==> config.mk <==
export PLATFORM = sky130hd
export DESIGN_NAME = multicycle_controller_flat
export DESIGN_NICKNAME = d
export VERILOG_FILES = /design/src/rtl/multicycle_controller_pkg.sv /design/src/rtl/multicycle_controller_if.sv /design/src/rtl/multicycle_controller_funct_decoder.sv /design/src/rtl/multicycle_controller.sv /design/src/flat_wrapper.sv
export SDC_FILE = /design/constraint.sdc
export NUM_CORES = 1
export LEC_CHECK = 0
export ABC_AREA = 1
export CAP_MARGIN = 20
export CORE_MARGIN = 1.5
export CORE_UTILIZATION = 29
export CTS_CLUSTER_DIAMETER = 100
export DETAILED_ROUTE_END_ITERATION = 8
export PLACE_DENSITY = 0.76
export SYNTH_ARGS = -nofsm -noshare
export SYNTH_HDL_FRONTEND = slang
export SYNTH_SLANG_ARGS = --single-unit
==> constraint.sdc <==
create_clock -name clock -period 1.15 [get_ports clock]
set_clock_uncertainty 0.05 [all_clocks]
set_input_delay 0.115 -clock clock [delete_from_list [all_inputs] [get_ports clock]]
set_output_delay 0.115 -clock clock [all_outputs]
set_load 0.1 [all_outputs]
==> src/rtl/multicycle_controller_pkg.sv <==
`default_nettype none
// ============================================================================
// multicycle_controller_pkg : opcodes, functs, ALU codes and FSM state encodings
// Revision 1.0
// ============================================================================
package multicycle_controller_pkg;

    localparam logic [5:0] OP_RTYPE = 6'd0;
    localparam logic [5:0] OP_LW    = 6'd35;
    localparam logic [5:0] OP_SW    = 6'd43;
    localparam logic [5:0] OP_BEQ   = 6'd4;
    localparam logic [5:0] OP_J     = 6'd2;

    localparam logic [5:0] FN_ADD = 6'd32;
    localparam logic [5:0] FN_SUB = 6'd34;
    localparam logic [5:0] FN_AND = 6'd36;
    localparam logic [5:0] FN_OR  = 6'd37;
    localparam logic [5:0] FN_SLT = 6'd42;

    localparam logic [3:0] ALU_AND = 4'd0;
    localparam logic [3:0] ALU_OR  = 4'd1;
    localparam logic [3:0] ALU_ADD = 4'd2;
    localparam logic [3:0] ALU_SUB = 4'd6;
    localparam logic [3:0] ALU_SLT = 4'd7;

    localparam logic [1:0] ALUB_RT      = 2'd0;
    localparam logic [1:0] ALUB_FOUR    = 2'd1;
    localparam logic [1:0] ALUB_IMM     = 2'd2;
    localparam logic [1:0] ALUB_IMM_SH2 = 2'd3;

    localparam logic [1:0] PCSRC_ALU    = 2'd0;
    localparam logic [1:0] PCSRC_ALUOUT = 2'd1;
    localparam logic [1:0] PCSRC_JUMP   = 2'd2;

    typedef enum logic [3:0] {
        S_IDLE   = 4'd0,
        S_FETCH  = 4'd1,
        S_DECODE = 4'd2,
        S_MEMADR = 4'd3,
        S_MEMRD  = 4'd4,
        S_MEMWB  = 4'd5,
        S_MEMWR  = 4'd6,
        S_REX    = 4'd7,
        S_RWB    = 4'd8,
        S_BRANCH = 4'd9,
        S_JUMP   = 4'd10,
        S_HALT   = 4'd11
    } state_t;

endpackage
`default_nettype wire

==> src/rtl/multicycle_controller_if.sv <==
`default_nettype none
// ============================================================================
// multicycle_controller_if : IR fields and zero flag in, datapath controls out
// Revision 1.0
// ============================================================================
interface multicycle_controller_if;
    logic [5:0] opcode;
    logic [5:0] funct;
    logic       zero;
    logic       pc_write;
    logic       ir_write;
    logic       i_or_d;
    logic       mem_ren;
    logic       mem_wen;
    logic       reg_wen;
    logic       reg_dst;
    logic       mem_to_reg;
    logic       alu_src_a;
    logic [1:0] alu_src_b;
    logic [3:0] alu_control;
    logic [1:0] pc_source;
    logic       halted;
    logic [3:0] state;

    modport master (
        input  opcode, funct, zero,
        output pc_write, ir_write, i_or_d, mem_ren, mem_wen, reg_wen, reg_dst,
               mem_to_reg, alu_src_a, alu_src_b, alu_control, pc_source, halted, state
    );

    modport slave (
        output opcode, funct, zero,
        input  pc_write, ir_write, i_or_d, mem_ren, mem_wen, reg_wen, reg_dst,
               mem_to_reg, alu_src_a, alu_src_b, alu_control, pc_source, halted, state
    );
endinterface
`default_nettype wire

==> src/rtl/multicycle_controller_funct_decoder.sv <==
`default_nettype none
// ============================================================================
// multicycle_controller_funct_decoder : R-type funct to ALU code plus legality
// Revision 1.0
// ============================================================================
module multicycle_controller_funct_decoder
    import multicycle_controller_pkg::*;
(
    input  logic [5:0] funct_i,
    output logic [3:0] alu_control_o,
    output logic       legal_o
);

    always_comb begin
        alu_control_o = ALU_AND;
        legal_o       = 1'b1;
        unique case (funct_i)
            FN_ADD:  alu_control_o = ALU_ADD;
            FN_SUB:  alu_control_o = ALU_SUB;
            FN_AND:  alu_control_o = ALU_AND;
            FN_OR:   alu_control_o = ALU_OR;
            FN_SLT:  alu_control_o = ALU_SLT;
            default: legal_o       = 1'b0;
        endcase
    end

endmodule
`default_nettype wire

==> src/rtl/multicycle_controller.sv <==
`default_nettype none
// ============================================================================
// multicycle_controller : Moore FSM sequencing the multicycle MIPS datapath
// Revision 1.0
// ============================================================================
module multicycle_controller
    import multicycle_controller_pkg::*;
#(
    parameter bit HALT_ON_ILLEGAL = 1'b1
) (
    input  logic                   clock,
    input  logic                   reset,
    multicycle_controller_if.master bus
);

    state_t     state_q;
    state_t     state_d;
    logic [3:0] fn_alu_control;
    logic       fn_legal;
    state_t     illegal_next;

    multicycle_controller_funct_decoder u_funct_decoder (
        .funct_i       (bus.funct),
        .alu_control_o (fn_alu_control),
        .legal_o       (fn_legal)
    );

    assign illegal_next = HALT_ON_ILLEGAL ? S_HALT : S_FETCH;

    // Async clear forces IDLE, so every strobe drops the moment reset falls.
    always_ff @(posedge clock or negedge reset) begin
        if (!reset) state_q <= S_IDLE;
        else        state_q <= state_d;
    end

    always_comb begin
        state_d         = state_q;
        bus.pc_write    = 1'b0;
        bus.ir_write    = 1'b0;
        bus.i_or_d      = 1'b0;
        bus.mem_ren     = 1'b0;
        bus.mem_wen     = 1'b0;
        bus.reg_wen     = 1'b0;
        bus.reg_dst     = 1'b0;
        bus.mem_to_reg  = 1'b0;
        bus.alu_src_a   = 1'b0;
        bus.alu_src_b   = ALUB_RT;
        bus.alu_control = ALU_AND;
        bus.pc_source   = PCSRC_ALU;
        bus.halted      = 1'b0;
        bus.state       = state_q;
        unique case (state_q)
            S_IDLE: state_d = S_FETCH;
            S_FETCH: begin
                bus.mem_ren     = 1'b1;
                bus.ir_write    = 1'b1;
                bus.alu_src_b   = ALUB_FOUR;
                bus.alu_control = ALU_ADD;
                bus.pc_write    = 1'b1;
                state_d         = S_DECODE;
            end
            S_DECODE: begin
                bus.alu_src_b   = ALUB_IMM_SH2;
                bus.alu_control = ALU_ADD;
                unique case (bus.opcode)
                    OP_LW, OP_SW: state_d = S_MEMADR;
                    OP_RTYPE:     state_d = fn_legal ? S_REX : illegal_next;
                    OP_BEQ:       state_d = S_BRANCH;
                    OP_J:         state_d = S_JUMP;
                    default:      state_d = illegal_next;
                endcase
            end
            S_MEMADR: begin
                bus.alu_src_a   = 1'b1;
                bus.alu_src_b   = ALUB_IMM;
                bus.alu_control = ALU_ADD;
                state_d         = (bus.opcode == OP_LW) ? S_MEMRD : S_MEMWR;
            end
            S_MEMRD: begin
                bus.mem_ren = 1'b1;
                bus.i_or_d  = 1'b1;
                state_d     = S_MEMWB;
            end
            S_MEMWB: begin
                bus.reg_wen    = 1'b1;
                bus.mem_to_reg = 1'b1;
                state_d        = S_FETCH;
            end
            S_MEMWR: begin
                bus.mem_wen = 1'b1;
                bus.i_or_d  = 1'b1;
                state_d     = S_FETCH;
            end
            S_REX: begin
                bus.alu_src_a   = 1'b1;
                bus.alu_control = fn_alu_control;
                state_d         = S_RWB;
            end
            S_RWB: begin
                bus.reg_wen = 1'b1;
                bus.reg_dst = 1'b1;
                state_d     = S_FETCH;
            end
            S_BRANCH: begin
                bus.alu_src_a   = 1'b1;
                bus.alu_control = ALU_SUB;
                bus.pc_source   = PCSRC_ALUOUT;
                bus.pc_write    = bus.zero;
                state_d         = S_FETCH;
            end
            S_JUMP: begin
                bus.pc_source = PCSRC_JUMP;
                bus.pc_write  = 1'b1;
                state_d       = S_FETCH;
            end
            S_HALT: begin
                bus.halted = 1'b1;
                state_d    = S_HALT;
            end
            default: state_d = S_IDLE;
        endcase
    end

endmodule
`default_nettype wire

==> src/flat_wrapper.sv <==
// flat-port wrapper written by rule: the top's interface ports become plain ports
module multicycle_controller_flat import multicycle_controller_pkg::*;
#(
    parameter bit HALT_ON_ILLEGAL = 1'b1
)
  (clock, reset, bus_opcode, bus_funct, bus_zero, bus_pc_write, bus_ir_write, bus_i_or_d, bus_mem_ren, bus_mem_wen, bus_reg_wen, bus_reg_dst, bus_mem_to_reg, bus_alu_src_a, bus_alu_src_b, bus_alu_control, bus_pc_source, bus_halted, bus_state);
  multicycle_controller_if bus_i ();
  input  logic clock;
  input  logic reset;
  input wire logic [$bits(bus_i.opcode)-1:0] bus_opcode;
  input wire logic [$bits(bus_i.funct)-1:0] bus_funct;
  input wire logic [$bits(bus_i.zero)-1:0] bus_zero;
  output wire logic [$bits(bus_i.pc_write)-1:0] bus_pc_write;
  output wire logic [$bits(bus_i.ir_write)-1:0] bus_ir_write;
  output wire logic [$bits(bus_i.i_or_d)-1:0] bus_i_or_d;
  output wire logic [$bits(bus_i.mem_ren)-1:0] bus_mem_ren;
  output wire logic [$bits(bus_i.mem_wen)-1:0] bus_mem_wen;
  output wire logic [$bits(bus_i.reg_wen)-1:0] bus_reg_wen;
  output wire logic [$bits(bus_i.reg_dst)-1:0] bus_reg_dst;
  output wire logic [$bits(bus_i.mem_to_reg)-1:0] bus_mem_to_reg;
  output wire logic [$bits(bus_i.alu_src_a)-1:0] bus_alu_src_a;
  output wire logic [$bits(bus_i.alu_src_b)-1:0] bus_alu_src_b;
  output wire logic [$bits(bus_i.alu_control)-1:0] bus_alu_control;
  output wire logic [$bits(bus_i.pc_source)-1:0] bus_pc_source;
  output wire logic [$bits(bus_i.halted)-1:0] bus_halted;
  output wire logic [$bits(bus_i.state)-1:0] bus_state;
  assign bus_i.opcode = bus_opcode;
  assign bus_i.funct = bus_funct;
  assign bus_i.zero = bus_zero;
  assign bus_pc_write = bus_i.pc_write;
  assign bus_ir_write = bus_i.ir_write;
  assign bus_i_or_d = bus_i.i_or_d;
  assign bus_mem_ren = bus_i.mem_ren;
  assign bus_mem_wen = bus_i.mem_wen;
  assign bus_reg_wen = bus_i.reg_wen;
  assign bus_reg_dst = bus_i.reg_dst;
  assign bus_mem_to_reg = bus_i.mem_to_reg;
  assign bus_alu_src_a = bus_i.alu_src_a;
  assign bus_alu_src_b = bus_i.alu_src_b;
  assign bus_alu_control = bus_i.alu_control;
  assign bus_pc_source = bus_i.pc_source;
  assign bus_halted = bus_i.halted;
  assign bus_state = bus_i.state;
  multicycle_controller #(.HALT_ON_ILLEGAL(HALT_ON_ILLEGAL)) u_core (.clock(clock), .reset(reset), .bus(bus_i));
endmodule
==> results of run 1 <==
per-stage QoR:
step           cells  setup TNS [ns]
3_3_place_gp     162           -4.26
3_5_place_dp     162           -4.97
2_1_floorplan     89          -17.01
cell usage after synthesis:
cell | number | area [um2]
conb_1 | 1 | 3.75
o211ai_1 | 1 | 7.51
nand2_2 | 3 | 18.8
nor2_2 | 3 | 18.8
nor2_4 | 1 | 11.3
nand3b_1 | 1 | 7.51
o21ai_0 | 3 | 15.0
inv_1 | 15 | 56.3
inv_2 | 1 | 3.75
nand4_1 | 4 | 25.0
or2_1 | 1 | 6.26
o21ai_2 | 1 | 8.76
a21boi_1 | 1 | 7.51
nor2_1 | 20 | 75.1
nand2_1 | 18 | 67.6
dfrtp_1 | 4 | 100
buf_4 | 1 | 7.51
nand3_1 | 10 | 50.1
cell families after synthesis:
kind of cell	after synthesis
buffers and inverters	17
flip-flops	4
other	1
AND/OR/NAND/NOR	61
AO/OA/AOI/OAI	6
==> results.md, run 1 <==
* Hold-fix buffers at CTS at 0
* Post-CTS setup buffers at 9
* HPWL after DPL at 1800 um
* Sequential fraction of the synthesis area at 20.4%
* Stopped at: clock tree synthesis (4_1_cts)
* Yosys cell types at 18
* Pre-CTS setup slack at -0.390 ns
* Syn_nets at 104
* Largest family of logic cells by synthesized area: simple AND/OR/NAND/NOR gates
* Final Wtd Congestion at 0.830
* Buffers on Ports at 35
* Synth Area in Compound Gates at 7.91%
* Total CTS buffers at 3
* Synth Area in Simple Gates at 57.1%
* Die height at 44.1 um
* H-tree depth at 1
* IO Count at 37
* Starting Density at 31.8%
* Number of synthesized register bits at 4
* Core Rows at 14
* Worst-case clock buffer depth at 2
* Yosys Warn Count at 0
* Root buffer cell: clkbuf_4
* Synthesized area per cell at 5.51 um2
* Mapped cell area at 490 um2
* Mux contribution to synthesized area at 0%
* Syn Inst Count at 89
* CTS resizes at 34
* Status: aborted with a tool error
* Clock net sink count at 4
* Die Wd at 44.1 um
* Area after DPL at 0.00138 mm2
* Post-Synth XOR/XNOR Area at 0%
* Error msg: [ERROR DPL-0038] Utilization greater than 100%, impossible to legalize
* Adder-Cell Fraction of Synth Area at 0%
==> run 2: changes to the inputs <==
--- a/config.mk
+++ b/config.mk
@@ -7,11 +7,10 @@
 export LEC_CHECK = 0
 export ABC_AREA = 1
 export CAP_MARGIN = 20
-export CORE_MARGIN = 1.5
-export CORE_UTILIZATION = 29
-export CTS_CLUSTER_DIAMETER = 100
+export CORE_AREA = 2 2 63 65
 export DETAILED_ROUTE_END_ITERATION = 8
-export PLACE_DENSITY = 0.76
+export DIE_AREA = 0 0 65 67
+export PLACE_DENSITY_LB_ADDON = 0.15
 export SYNTH_ARGS = -nofsm -noshare
 export SYNTH_HDL_FRONTEND = slang
 export SYNTH_SLANG_ARGS = --single-unit
==> constraint.sdc (replaced) <==
create_clock -name clock -period 1.5 [get_ports clock]
set_clock_uncertainty 0.05 [all_clocks]
set_input_delay 0.15 -clock clock [delete_from_list [all_inputs] [get_ports clock]]
set_output_delay 0.15 -clock clock [all_outputs]
set_load 0.1 [all_outputs]
==> run 2 against run 1 <==
  * The flow now finishes, with violations (setup timing)
  * Synthesized cell count stayed put
  * Synthesized area stayed put
==> results.md, run 2 <==
* Die Wd at 65 um
* Total CTS buffers at 3
* Max FFs per register at 4
* NumNets Final at 168
* Number of synthesized register bits at 4
* Critical path launch point type: flip-flop
* Fin worst setup slack at -0.210 ns
* Largest net degree at the start of global routing at 6
* Pre-CTS setup slack at -0.106 ns
* First-pass detailed-route iteration total at 3
* Commonest cells post-synth: 20 x nor2_1, 18 x nand2_1, 15 x inv_1, 10 x nand3_1
* Hold-fix buffers at CTS at 0
* Max-cap violations at 0
* CTS tree: done
* ANT nets after route at 0
* Grt ovf at 0
* FFs w/ async S/R, synth at 100%
* Synthesized area per cell at 5.51 um2
* Vias per inst at 3.87
* Mapped cell area at 490 um2
* Clock net sink count at 4
* Hold/Removal Path Class: input port to async pin
* Most frequent cells in the layout: 22 x buf_12, 22 x buf_4, 14 x clkdlybuf4s50_1, 13 x nor2_1
* Yosys Warn Count at 0
* Vias in the first global route at 797
* GR Util met1 at 11.2%
* Placed cell count at 188
* Slew Limit Fails at 0
* Final Wtd Congestion at 0.758
* CP arrival at 1.51 ns
* Final setup fails at 17
* Ranking of synthesized cells by area: dfrtp_1 20%, nor2_1 15%, nand2_1 14%, inv_1 11%, nand3_1 10%
* Syn_nets at 104
* EDFF count, synth at 0
* Post-synth top area share at 20.4%
* Syn Inst Count at 89
* Primary FF master, synth: dfrtp_1
* Synth area leader: dfrtp_1
* Max incr delay on CP at 0.51 ns
* Sequential fraction of the synthesis area at 20.4%
* Buffers on Ports at 35
* Worst Path Required at 1.30 ns
* WL final at 1890 um
* Synthesis-to-finish area growth at 217%
* Die height at 67 um
* DRT iter0 DRCs at 7
* First-pass GRT wire length at 3310 um
* Inserted Diodes at 0
* IO Count at 37
* Root buffer cell: clkbuf_8
* Layout cell share with drive strength beyond 1 at 57.6%
* DRC at 0
* Starting Density at 13.6%
* H-tree depth at 1
* Failing checks: setup timing
* Crit end category: output pin
* Clock transition at path regs at 0.03 ns
* Hold Vio Cnt, Final at 0
* CP max FO at 4
* HPWL after DPL at 1650 um
* Slowest-stage cell, CP: dfrtp_4
* Final Non-Filler Cells at 199
* Core Rows at 22
* Critical path cell sequence: nor2_2 > inv_1 > nor2_4 > inv_4 > nand2_8 > buf_12
* GR Util met2 at 18.2%
* Yosys cell types at 18
* DR WL/cell at 9.48 um
* Fmax at 585 MHz
* Met3 Use GR at 0.676%
* Time the worst path needs with I/O delays and setup at 1.71 ns
* Worst hold slack at 0.0822 ns
* Core area at 0.00361 mm2
* Initial antenna violation count at 0
* Die area at 0.00436 mm2
* Most frequent cell after synthesis: nor2_1
* Clock insertion delay at the later pin of the skew report at 0.21 ns
* Critical path class: flip-flop to output pin
* RSZ-0062 raised after global routing: yes
* Vias at 771
* GRT Resource Usage Total at 9.65%
* Most used routing layer: met2
* Final period utilization at 114%
* Status: finished with violations
* Post-Route Utilization at 43.1%
* Worst-case clock buffer depth at 2
## run 2: cell counts after synthesis
Identical to the previous run, type by type.
## run 2: stage by stage
stage / TNS, ns / cell area, um2
2_1_floorplan: -10.33 / 632
3_3_place_gp: -0.129 / 1370
3_5_place_dp: -0.198 / 1370
4_1_cts: -2.07 / 1520
5_1_grt: -3.50 / 1550
6_report: -2.33 / 1550
## run 2: worst paths after layout
check / startpoint / endpoint / slack (ns) / cells past startpoint
worst max-delay path: u_core.bus.state[3]$_DFF_PN0_ / bus_mem_ren / -0.21 / 6
worst min-delay path: reset / u_core.bus.state[0]$_DFF_PN0_ / 0.08 / 1
worst max register to register: u_core.bus.state[3]$_DFF_PN0_ / u_core.bus.state[1]$_DFF_PN0_ / -0.01 / 8
worst min register to register: u_core.bus.state[2]$_DFF_PN0_ / u_core.bus.state[0]$_DFF_PN0_ / 0.74 / 3
max in group asynchronous: reset / u_core.bus.state[2]$_DFF_PN0_ / 1.14 / 1
min in group clock: bus_opcode[5] / u_core.bus.state[1]$_DFF_PN0_ / 0.59 / 4
## run 2: kinds of logic (layout without fill, tap and decap cells)
logic type | after synthesis | in the layout | share of synthesized area, %
AO/OA/AOI/OAI | 6 | 6 | 7.91
flip-flops | 4 | 4 | 20.4
other | 1 | 1 | 0.765
AND/OR/NAND/NOR | 61 | 61 | 57.1
buffers and inverters | 17 | 79 | 13.8
## run 2: what timing repair did
| item | in CTS | in global routing |
|---|---|---|
| setup endpoints to repair | 16 | 20 |
| hold endpoints to repair | 0 | 0 |
| pin swaps | 7 | 1 |
| gates resized for setup | 12 | 6 |
| setup buffers | 6 | 2 |
## run 2: layer usage
layer | routed length [um] | vias up
li1 | - | 406
met5 | 0 | -
met1 | 707 | 341
met3 | 104 | 2
met4 | 16 | 0
met2 | 1060 | 22
## run 2: final cells by class
| type | count | area (um2) |
|---|---|---|
| clock buffers | 3 | 41.3 |
| fillers | 368 | 2050 |
| inverters | 16 | 70.1 |
| multi-input cells | 68 | 498 |
| flip-flops and latches | 4 | 115 |
| well taps | 48 | 60.1 |
| repair buffers | 60 | 768 |
## run 2: worst max-delay path, delay by kind of cell (launching register included)
kind / cells / cell delay [ns]
buffers and inverters: 3 / 0.36
DFF: 1 / 0.51
and+or+nand+nor: 3 / 0.42
Power of run 2 is left out: the tool's default activity adds up to more than one toggle a clock period on the data nets, which glitch-free logic cannot reach.
==> run 3: changes to the inputs <==
==> constraint.sdc (replaced) <==
create_clock -name clock -period 1.85 [get_ports clock]
set_clock_uncertainty 0.05 [all_clocks]
set_input_delay 0.185 -clock clock [delete_from_list [all_inputs] [get_ports clock]]
set_output_delay 0.185 -clock clock [all_outputs]
set_load 0.1 [all_outputs]
==> run 3 against run 2 <==
  * The flow now finishes without violations
  * Count of clock-buffer cells in the layout unchanged
  * Cell count decreased by 9.0%
  * Setup slack improved by 0.28 ns
  * Via count decreased by 7.8%
  * Global-route usage decreased by 1.5 points
==> results.md, run 3 (synthesized netlist as in run 2, its figures left out) <==
* Layout cell share with drive strength beyond 1 at 45.9%
* GRT Resource Usage Total at 8.19%
* Post-route cell area at 0.00133 mm2
* Time the worst path needs with I/O delays and setup at 1.78 ns
* DR WL/cell at 9.46 um
* Status: finished clean
* Most frequent cells in the layout: 19 x buf_12, 15 x nor2_1, 14 x clkdlybuf4s50_1, 13 x nand2_1, 11 x inv_1
* WL final at 1710 um
* RSZ-0062 raised after global routing: yes
* Vias in the first global route at 652
* Clock net sink count at 4
* Max FFs per register at 4
* H-tree depth at 1
* Final Wtd Congestion at 0.707
* Commonest non-fill, non-tap cell in the layout: buf_12
* IO Count at 37
* Fillcell total at 373
* Fmax at 561 MHz
* Largest net degree at the start of global routing at 8
* Clock insertion delay at the later pin of the skew report at 0.21 ns
* Initial antenna violation count at 0
* Core Rows at 22
* Worst hold slack at 0.123 ns
* Worst Path Required at 1.62 ns
* First-pass detailed-route iteration total at 4
* Synthesis-to-finish area growth at 171%
* Hold-fix buffers at CTS at 0
* CP arrival at 1.55 ns
* Die height at 67 um
* NumNets Final at 150
* Vias at 711
* CTS tree: done
* Core area at 0.00361 mm2
* Starting Density at 13.6%
* Die area at 0.00436 mm2
* Buffers on Ports at 35
* Total CTS buffers at 3
* Worst-case clock buffer depth at 2
* Final setup fails at 0
* Clock transition at path regs at 0.03 ns
* Hold Vio Cnt, Final at 0
* Area after DPL at 0.00123 mm2
* Slew Limit Fails at 0
* Inserted Diodes at 0
* CP max FO at 4
* Final period utilization at 96.4%
* Crit end category: output pin
* HPWL after DPL at 1570 um
* Max-cap violations at 0
* Critical path launch point type: flip-flop
* DRT iter0 DRCs at 26
* Die Wd at 65 um
* Critical path class: flip-flop to output pin
* Grt ovf at 0
* ANT nets after route at 0
* First-pass GRT wire length at 2820 um
* Hold/Removal Path Class: input port to async pin
* Vias per inst at 3.93
* Root buffer cell: clkbuf_8
* DRC at 0
## run 3: cell types whose count changed in the layout (fill, tap and decap cells not counted), moves of 2 or more
cell     before  now
buf_12       22   19
buf_4        22    8
buf_6         2    0
inv_1         9   11
nand2_1      10   13
nand2_4       3    1
nor2_1       13   15
nor2_4       10    7
## run 3: timing repair
item | 4_1_cts | 5_1_grt
buffers inserted | 0 | 7
endpoints found under the setup margin | 4 | 5
pin swaps | 2 | 3
resized for setup | 0 | 1
## run 3: worst max-delay path, cell delays in order (launching register included)
cell	delay, ns
dfrtp_4	0.50
buf_4	0.16
nand2_2	0.16
nor2_4	0.07
buf_4	0.13
nand2_2	0.10
nand2_8	0.05
buf_12	0.16
## run 3: path summary, 6_finish.rpt
path                                                    start                       endpoint  slack (ns)  cells after the start
worst max-delay path            u_core.bus.state[3]$_DFF_PN0_                   bus_pc_write        0.07                      7
max in group asynchronous                               reset  u_core.bus.state[2]$_DFF_PN0_        1.44                      1
worst min-delay path                                    reset  u_core.bus.state[0]$_DFF_PN0_        0.12                      1
worst min register to register  u_core.bus.state[2]$_DFF_PN0_  u_core.bus.state[0]$_DFF_PN0_        0.66                      2
min in group clock                              bus_opcode[5]  u_core.bus.state[1]$_DFF_PN0_        0.64                      4
worst max register to register  u_core.bus.state[2]$_DFF_PN0_  u_core.bus.state[3]$_DFF_PN0_        0.40                      5
## run 3: layout make-up
| cell class | count | area (um2) | area share (%) |
|---|---|---|---|
| Clock buffer | 3 | 41.3 | 3.10 |
| Multi-Input combinational cell | 68 | 442 | 33.2 |
| Inverter | 16 | 67.6 | 5.08 |
| Tap cell | 48 | 60.1 | 4.51 |
| Timing Repair Buffer | 42 | 606 | 45.5 |
| Sequential cell | 4 | 115 | 8.65 |
## run 3: through the flow
step,setup slack (ns),instances,TNS (ns),utilization (%)
floorplan,-0.859,89,-5.49,-
global placement,0.168,171,0,34.2
detailed placement,0.137,171,0,34.2
global route,-0.0189,181,-0.0189,36.9
finish,0.0663,181,0,36.9
CTS,0.00231,174,0,35.3
## run 3: routing by layer
metal | routed length (um) | vias to the layer above | track usage [%]
li1 | - | 370 | -
met1 | 674 | 316 | 9.89
met2 | 898 | 25 | 14.4
met3 | 139 | 0 | 1.86
met4 | 0 | 0 | 2.39
met5 | 0 | - | 0
Power of run 3 is left out for the same reason.
